**src/rtl/packet_reader.sv**
```systemverilog
// packet_reader
// Consumer-side packet engine on the tx side of a ring buffer. It pops a header
// word (payload length in bits [15:0]) and then a payload of len words. Each
// payload word is written to a local memory at base + index. The pop and the
// memory write of a payload word happen in the same cycle, so a memory stall
// also stalls the buffer. Lengths above MAX_LEN are drained without writing
// and flagged as an error. Completion is held on pkt_done_o until done_ack_i.
//
// Ports
//   clk_i, rst_i        clock, synchronous active-high reset
//   enable_i            allows a new header to be accepted
//   base_addr_i         destination base, captured with the header
//   tx_i / tx_ack_o     buffer has a word / pop strobe
//   data_i              buffer head word
//   mem_we_o, mem_addr_o, mem_data_o, mem_ready_i   memory write port
//   pkt_done_o / done_ack_i   completion handshake
//   pkt_len_o           payload words consumed by the last packet
//   err_o               last packet was dropped or timed out
//   busy_o              engine is not idle
//
// Build option: define PACKET_READER_TIMEOUT_EN to abort a packet after
// TIMEOUT_CYCLES consecutive cycles without a buffer word.
module packet_reader #(
    parameter int DATA_SIZE      = 32,
    parameter int ADDR_SIZE      = 16,
    parameter int MAX_LEN        = 256,
    parameter int TIMEOUT_CYCLES = 1024
) (
    input  logic                 clk_i,
    input  logic                 rst_i,
    input  logic                 enable_i,
    input  logic [ADDR_SIZE-1:0] base_addr_i,
    input  logic                 tx_i,
    output logic                 tx_ack_o,
    input  logic [DATA_SIZE-1:0] data_i,
    output logic                 mem_we_o,
    output logic [ADDR_SIZE-1:0] mem_addr_o,
    output logic [DATA_SIZE-1:0] mem_data_o,
    input  logic                 mem_ready_i,
    output logic                 pkt_done_o,
    input  logic                 done_ack_i,
    output logic [15:0]          pkt_len_o,
    output logic                 err_o,
    output logic                 busy_o
);

    localparam logic [15:0] MAX_LEN_L = 16'(MAX_LEN);

    typedef enum logic [1:0] {
        IDLE,
        PAYLOAD,
        DROP,
        DONE
    } state_t;

    state_t                 state;
    state_t                 state_next;
    logic [15:0]            len;
    logic [15:0]            cnt;
    logic [ADDR_SIZE-1:0]   base;
    logic                   err;
    logic                   hdr_pop;
    logic                   xfer;
    logic                   last;
    logic                   timeout;

    assign last = (cnt == len - 16'd1);

`ifdef PACKET_READER_TIMEOUT_EN
    localparam int TW = $clog2(TIMEOUT_CYCLES) + 1;
    localparam logic [TW-1:0] TIMEOUT_LAST = TW'(TIMEOUT_CYCLES - 1);

    logic [TW-1:0] idle_cnt;

    // Fires on the TIMEOUT_CYCLES-th consecutive starved cycle.
    assign timeout = (state == PAYLOAD || state == DROP) && !tx_i
                     && (idle_cnt == TIMEOUT_LAST);

    always_ff @(posedge clk_i) begin
        if (rst_i) begin
            idle_cnt <= '0;
        end else if (hdr_pop || xfer) begin
            idle_cnt <= '0;
        end else if ((state == PAYLOAD || state == DROP) && !tx_i) begin
            idle_cnt <= idle_cnt + TW'(1);
        end
    end
`else
    assign timeout = 1'b0;
`endif

    always_comb begin
        state_next = state;
        tx_ack_o   = 1'b0;
        mem_we_o   = 1'b0;
        hdr_pop    = 1'b0;
        xfer       = 1'b0;
        case (state)
            IDLE: begin
                tx_ack_o = enable_i && tx_i;
                hdr_pop  = enable_i && tx_i;
                if (hdr_pop) begin
                    if (data_i[15:0] == 16'd0) begin
                        state_next = DONE;
                    end else if (data_i[15:0] > MAX_LEN_L) begin
                        state_next = DROP;
                    end else begin
                        state_next = PAYLOAD;
                    end
                end
            end
            PAYLOAD: begin
                // Write and pop are one event: a memory stall leaves the word
                // at the buffer head, so address and data stay stable.
                mem_we_o = tx_i;
                tx_ack_o = tx_i && mem_ready_i;
                xfer     = tx_i && mem_ready_i;
                if ((xfer && last) || timeout) begin
                    state_next = DONE;
                end
            end
            DROP: begin
                tx_ack_o = tx_i;
                xfer     = tx_i;
                if ((xfer && last) || timeout) begin
                    state_next = DONE;
                end
            end
            DONE: begin
                if (done_ack_i) begin
                    state_next = IDLE;
                end
            end
            default: state_next = IDLE;
        endcase
        // Pops and writes stop in the very cycle reset is asserted so that no
        // buffer word is lost while the state is being cleared.
        if (rst_i) begin
            tx_ack_o = 1'b0;
            mem_we_o = 1'b0;
        end
    end

    always_ff @(posedge clk_i) begin
        if (rst_i) begin
            state <= IDLE;
            len   <= '0;
            cnt   <= '0;
            base  <= '0;
            err   <= 1'b0;
        end else begin
            state <= state_next;
            if (hdr_pop) begin
                len  <= data_i[15:0];
                base <= base_addr_i;
                cnt  <= '0;
                err  <= (data_i[15:0] > MAX_LEN_L);
            end else if (xfer) begin
                cnt <= cnt + 16'd1;
            end
            if (timeout) begin
                err <= 1'b1;
            end
            if (state == DONE && done_ack_i) begin
                err <= 1'b0;
            end
        end
    end

    // Address arithmetic wraps naturally at ADDR_SIZE bits.
    assign mem_addr_o = base + ADDR_SIZE'(cnt);
    assign mem_data_o = data_i;
    assign pkt_done_o = (state == DONE);
    assign pkt_len_o  = cnt;
    assign err_o      = err;
    assign busy_o     = (state != IDLE);

endmodule

```
**config.mk**
```make
export PLATFORM = sky130hd
export DESIGN_NAME = packet_reader
export DESIGN_NICKNAME = d
export VERILOG_FILES = /design/src/rtl/packet_reader.sv
export SDC_FILE = /design/constraint.sdc
export NUM_CORES = 1
export LEC_CHECK = 0
export ABC_AREA = 1
export CELL_PAD_IN_SITES_DETAIL_PLACEMENT = 1
export CELL_PAD_IN_SITES_GLOBAL_PLACEMENT = 1
export CORE_MARGIN = 10
export CORE_UTILIZATION = 32
export CTS_CLUSTER_SIZE = 14
export DETAILED_ROUTE_END_ITERATION = 6
export GPL_TIMING_DRIVEN = 0
export PLACE_DENSITY = 0.78
export SYNTH_ARGS = -nofsm -noshare
export SYNTH_HDL_FRONTEND = slang
export SYNTH_SLANG_ARGS = --single-unit
```
**constraint.sdc**
```tcl
create_clock -name clk_i -period 3.4 [get_ports clk_i]
set_input_delay 1.02 -clock clk_i [delete_from_list [all_inputs] [get_ports clk_i]]
set_output_delay 1.02 -clock clk_i [all_outputs]
set_load 0.01 [all_outputs]
```
After elaboration in Yosys (flattened, before gate mapping) --
Cells that the tools add are included.
Operators by class: shift-type cells 0, div/mod/pow operators 0, multiply operators 0, reduce and logical (&&, ||, !) cells 11, add/sub/neg operators 3, multiplexer cells 13, magnitude comparators 1, bitwise gates (word level) 0, equality and inequality tests 8
Operator list (count):
- $add 16x1->16 const B | 1
- $add 16x16->16 | 1
- $eq 16x16->1 | 1
- $gt 16x9->1 const B | 1
- $logic_not 16->1 | 1
- $sub 16x1->16 const B | 1
- $mux 2 | 6
- $pmux 2 s4 | 1
- $ne 2x2->1 const B | 3
- $logic_and 1x1->1 | 5
- $eq 2x2->1 const B | 2
- $mux 1 | 4
- $reduce_and 4->1 | 1
- $reduce_or 2->1 | 2
- $pmux 1 s3 | 1
- $eq 2x1->1 const B | 1
- $logic_not 2->1 | 1
- $ne 2x1->1 const B | 1
- $pmux 1 s2 | 1
- $reduce_bool 2->1 | 1
Word-level totals: output and inout port bits 69, bits of input ports 54, bits in read-only memories 0, flip-flop bits (word level) 51, bits in writable memories 0, memories kept 0, logic and storage cells 41, bits in latches 0

Depth between registers and ports, before layout --
Gate-level depths: netlist of the first run.
word-level depth 5, gate-level depth with buffers 17

Least setup slack after synthesis of the first run --
No wires, ideal clock.
path kind register to output, start point register cnt[0] (netlist: pkt_len_o[0]), end point output port mem_addr_o[8], required time 2.380 ns, cell stages (with the launch flop) 10, arrival time 1.963 ns, slack 0.417 ns, cells stage by stage dfxtp_1 -> ha_1 -> inv_1 -> fa_1 -> o21a_1 -> o21ai_0 -> a21oi_1 -> nor2_1 -> nor2_1 -> xnor2_1
On the way: longest elaborated chain between the ends 1
Ends and longest elaborated chain:
- from (decl) | RTL line 59 | logic [15:0] cnt;
- from (signal assigned) | RTL line 159 | cnt <= cnt + 16'd1;
- $add 16x16->16 | RTL line 171 | assign mem_addr_o = base + ADDR_SIZE'(cnt);
- to (decl) | RTL line 37 | output logic [ADDR_SIZE-1:0] mem_addr_o,
No other way between the ends.

Worst setup path after layout of the first run --
start point register cnt[0] (netlist: pkt_len_o[0]), end point output port mem_addr_o[14]
The elaborated chain is that of the path after synthesis.

==> flow_metrics.py, run 1 <==
metrics = {
    "global_route": {
        "first_global_vias": 4390,
        "grt_first_pass_wirelength_um": 22700,
        "grtUsageTotal_pct": 16.9,
        "grt_max_degree": 16,
        "grt_antenna_before_repair": 0,
        "grt.met1_usage_pct": 19.1,
        "groute.layer.met2.usage_pct": 31.6,
        "grt.overflow.total": 0,
        "gr-max-usage-layer": "met2",
        "met3_usage_pct": 3.18,
    },
    "die": {
        "fp.dieArea_sq_um": 16400,
        "boundaryPins": 123,
        "die_h_um": 128,
        "die_width_um": 128,
        "rows": 39,
        "floorplan.initialDensity_pct": 32.7,
        "core_sq_um": 11500,
    },
    "sta": {
        "max_freq_ghz": 0.300,
        "final-max-slew-violation-count": 0,
        "worstMarginPinSlew_ps": 615,
        "layout_worst_path_cycle_share_pct": 98.0,
        "finalHoldViolCount": 0,
        "finClkSkew_ps": 10.3,
        "grt_setup_unrepaired": "true",
        "post-route-min-period_ps": 3330,
        "finalSetupViolCount": 0,
        "relSlewSlack_pct": 59.0,
    },
    "synthesis": {
        "ys_seq_elements": 51,
        "post_synth_inst_count": 565,
        "synthMostInstantiatedCell": "sky130_fd_sc_hd__nand2_1",
        "syn_area_per_cell_sq_um": 6.63,
        "netlist_top_cells_area": "sky130_fd_sc_hd__dfxtp_1 (27%), sky130_fd_sc_hd__nand2_1 (14%), sky130_fd_sc_hd__a21oi_1 (7.9%)",
        "yosysTopAreaCellShare_pct": 27.2,
        "syn_area_sq_um": 3750,
        "synth_enable_flop_cells": 0,
        "synth_warnings": 0,
        "asyncSetResetFlopFracSynth_pct": 0,
        "synth_common_cells": "sky130_fd_sc_hd__nand2_1 (140), sky130_fd_sc_hd__a21oi_1 (59), sky130_fd_sc_hd__inv_1 (55), sky130_fd_sc_hd__dfxtp_1 (51), sky130_fd_sc_hd__nor2_1 (50)",
        "synth_top_cell_by_area": "sky130_fd_sc_hd__dfxtp_1",
        "yosys_most_used_dff": "sky130_fd_sc_hd__dfxtp_1",
        "sequential_cell_area_fraction_in_the_yosys_report_pct": 27.2,
        "postSynthNetCount": 641,
        "synth_cell_types": 35,
    },
    "cells_and_area": {
        "post-route-cell-area_sq_um": 5350,
        "multiInputGateArea_sq_um": 2380,
        "filler_cell_count": 1485,
        "final_core_util_pct": 46.7,
        "finish.net_count": 760,
        "drive_gt1_share_pct": 16.1,
        "diodes": 0,
        "area.sequential_sq_um": 1040,
        "area.growth.synth_to_final_pct": 42.8,
    },
    "route": {
        "finalWirelength_um": 14400,
        "wire_per_inst_um": 17.4,
        "route.antenna.remaining_nets": 0,
        "vias_after_detailed_routing": 4121,
        "number_of_remaining_drc_errors": 0,
        "drt_first_iter_violations": 111,
        "vias_per_cell": 4.98,
        "drt_pre_antenna_iters": 4,
    },
    "setup_path": {
        "crit_fanout": 4,
        "timing.rr.start": "state[1]",
        "kind_of_launch_point_of_the_worst_setup_path": "flop",
        "timing.critical_path.slowest_cell_delay_ps": 390,
        "cp_data_arrival_time_ps": 2310,
        "crit_path_end_kind": "output pin",
        "crit_path_start": "pkt_len_o[0]",
        "crit_path_cell_trace": "ha_2 -> inv_1 -> fa_2 -> nand3b_1 -> o2111ai_2 -> nand3_1 -> nand2_1 -> xor2_1 -> clkdlybuf4s15_1",
        "critical_path.slowest_cell": "sky130_fd_sc_hd__fa_2",
        "crit_type": "flop to output pin",
        "timing.critical_path.required_ps": 2380,
    },
    "min_path": {
        "hold_path.class": "flop to flop",
        "worstHoldStart": "base[13]",
    },
    "power_and_ir_drop": {
        "vdd_ir_drop_max_mv": 0.226,
        "power-per-cell-area_nw_per_um2": 419,
        "static_leakage_nw": 2.29,
        "post-layout-total-power_mw": 2.24,
    },
    "placement": {
        "gp_routability_congestion": 0.864,
        "dp_hpwl_um": 11600,
        "placed_cell_area_sq_um": 4990,
        "port-buffer-count": 106,
    },
    "clocking": {
        "htree_levels": 2,
        "insertion_delay_ps": 300,
        "path_clk_slew_ps": 70,
        "holdBufCountCts": 0,
        "clockBufferDepth": 2,
        "buffer_type_at_the_clock_tree_root": "sky130_fd_sc_hd__clkbuf_16",
        "cts-buffers-inserted": 5,
        "tritoncts_num_sinks": 51,
        "cts_tree": "built",
    },
    "job": {
        "cap_viol_max_count": 0,
    },
    "status": {
        "status": "finished, final reports clean",
    },
}
==> placed cells by master, fill, tap and decap left out, types with 8 or more instances in the layout <==
| master | n |
|---|---|
| sky130_fd_sc_hd__nand2_1 | 140 |
| sky130_fd_sc_hd__clkdlybuf4s50_1 | 91 |
| sky130_fd_sc_hd__a21oi_1 | 56 |
| sky130_fd_sc_hd__inv_1 | 55 |
| sky130_fd_sc_hd__nor2_1 | 50 |
| sky130_fd_sc_hd__dfxtp_1 | 40 |
| sky130_fd_sc_hd__buf_4 | 38 |
| sky130_fd_sc_hd__nand3_1 | 28 |
| sky130_fd_sc_hd__o21ai_0 | 24 |
| sky130_fd_sc_hd__xor2_1 | 17 |
| sky130_fd_sc_hd__xnor2_1 | 12 |
| sky130_fd_sc_hd__nor2_2 | 12 |
| sky130_fd_sc_hd__ha_1 | 11 |
| sky130_fd_sc_hd__clkbuf_1 | 10 |
| sky130_fd_sc_hd__nor3_1 | 9 |
| sky130_fd_sc_hd__ha_4 | 9 |
| sky130_fd_sc_hd__dlygate4sd2_1 | 8 |
| sky130_fd_sc_hd__dfxtp_2 | 8 |
==> logic make-up after synthesis <==
group	count (synthesis)	share of synthesized area [%]
simple gates	258	30.4
buf+inv	103	13.5
compound gates	102	14.6
flops	51	27.2
xor+xnor	29	6.78
fa+ha+maj	22	7.54
==> metrics by stage <==
stage,hold WS [ps],TNS (ps),setup slack (ps),std cells
CTS,473,0,20.1,823
detailed placement,463,-1980,-637,814
global placement,459,-1650,-627,814
floorplan,443,0,417,565
global route,496,-59.8,-32.3,828
finish,473,0,67.6,828
==> flip-flops by register name, summed over array words and instances, names as in the netlist <==
name / flops
err_o: 1
base: 16
state: 2
pkt_len_o: 16
len: 16
==> worst paths after layout <==
| check | endpoint | slack [ps] | depth (start not counted) |
|---|---|---|---|
| worst min-delay path | base[13] | 470 | 2 |
| worst max register to register | pkt_len_o[15] | 1140 | 15 |
| worst max-delay path | mem_addr_o[14] | 70 | 9 |
| worst min register to register | base[13] | 470 | 2 |
==> area by class of cell <==
cell class	instances	share of cell area, %
Multi-Input combinational cell	411	44.5
Timing Repair Buffer	112	20.3
Sequential cell	51	19.5
Buffer	43	5.54
Inverter	60	4.21
Tap cell	143	3.34
Clock buffer	6	2.41
Clock inverter	2	0.234
==> routing by layer <==
| layer | part of all wire, % | vias to the layer above |
|---|---|---|
| li1 | - | 2036 |
| met1 | 40 | 1984 |
| met2 | 53 | 86 |
| met3 | 5.4 | 15 |
| met4 | 1.3 | 0 |
| met5 | 0 | - |
==> worst max-delay path, delay by kind of cell, from the launching register on <==
kind / cells / cell delay [ps]
adders and majority gates: 2 / 570
xor gates and xnor gates: 1 / 150
AOI/OAI and AO/OA: 1 / 160
buffers and inverters: 2 / 320
and+or+nand+nor: 3 / 440
DFF: 1 / 370
==> power by group <==
part	leakage (nW)	internal, mW	switching (mW)
combinational	1.80	0.426	0.579
clock	0.0669	0.273	0.236
sequential	0.422	0.660	0.0718
total	2.29	1.36	0.886
==> timing repair <==
item                                    4_1_cts  5_1_grt
pin swaps                                     1        5
gates cloned                                  0        0
hold endpoints to repair                      0        0
endpoints found under the setup margin       13        8
resized for setup                            50       19
buffers inserted                              1        5
Power figures use the tool's default switching activity.
==> inputs of run 2 (changes only) <==
--- a/config.mk
+++ b/config.mk
@@ -10,7 +10,7 @@
 export CELL_PAD_IN_SITES_GLOBAL_PLACEMENT = 1
 export CORE_MARGIN = 10
 export CORE_UTILIZATION = 32
-export CTS_CLUSTER_SIZE = 14
+export CTS_CLUSTER_SIZE = 28
 export DETAILED_ROUTE_END_ITERATION = 6
 export GPL_TIMING_DRIVEN = 0
 export PLACE_DENSITY = 0.78
==> results of run 2 <==
Final layout, timing and power as in run 1 (identical DEF).
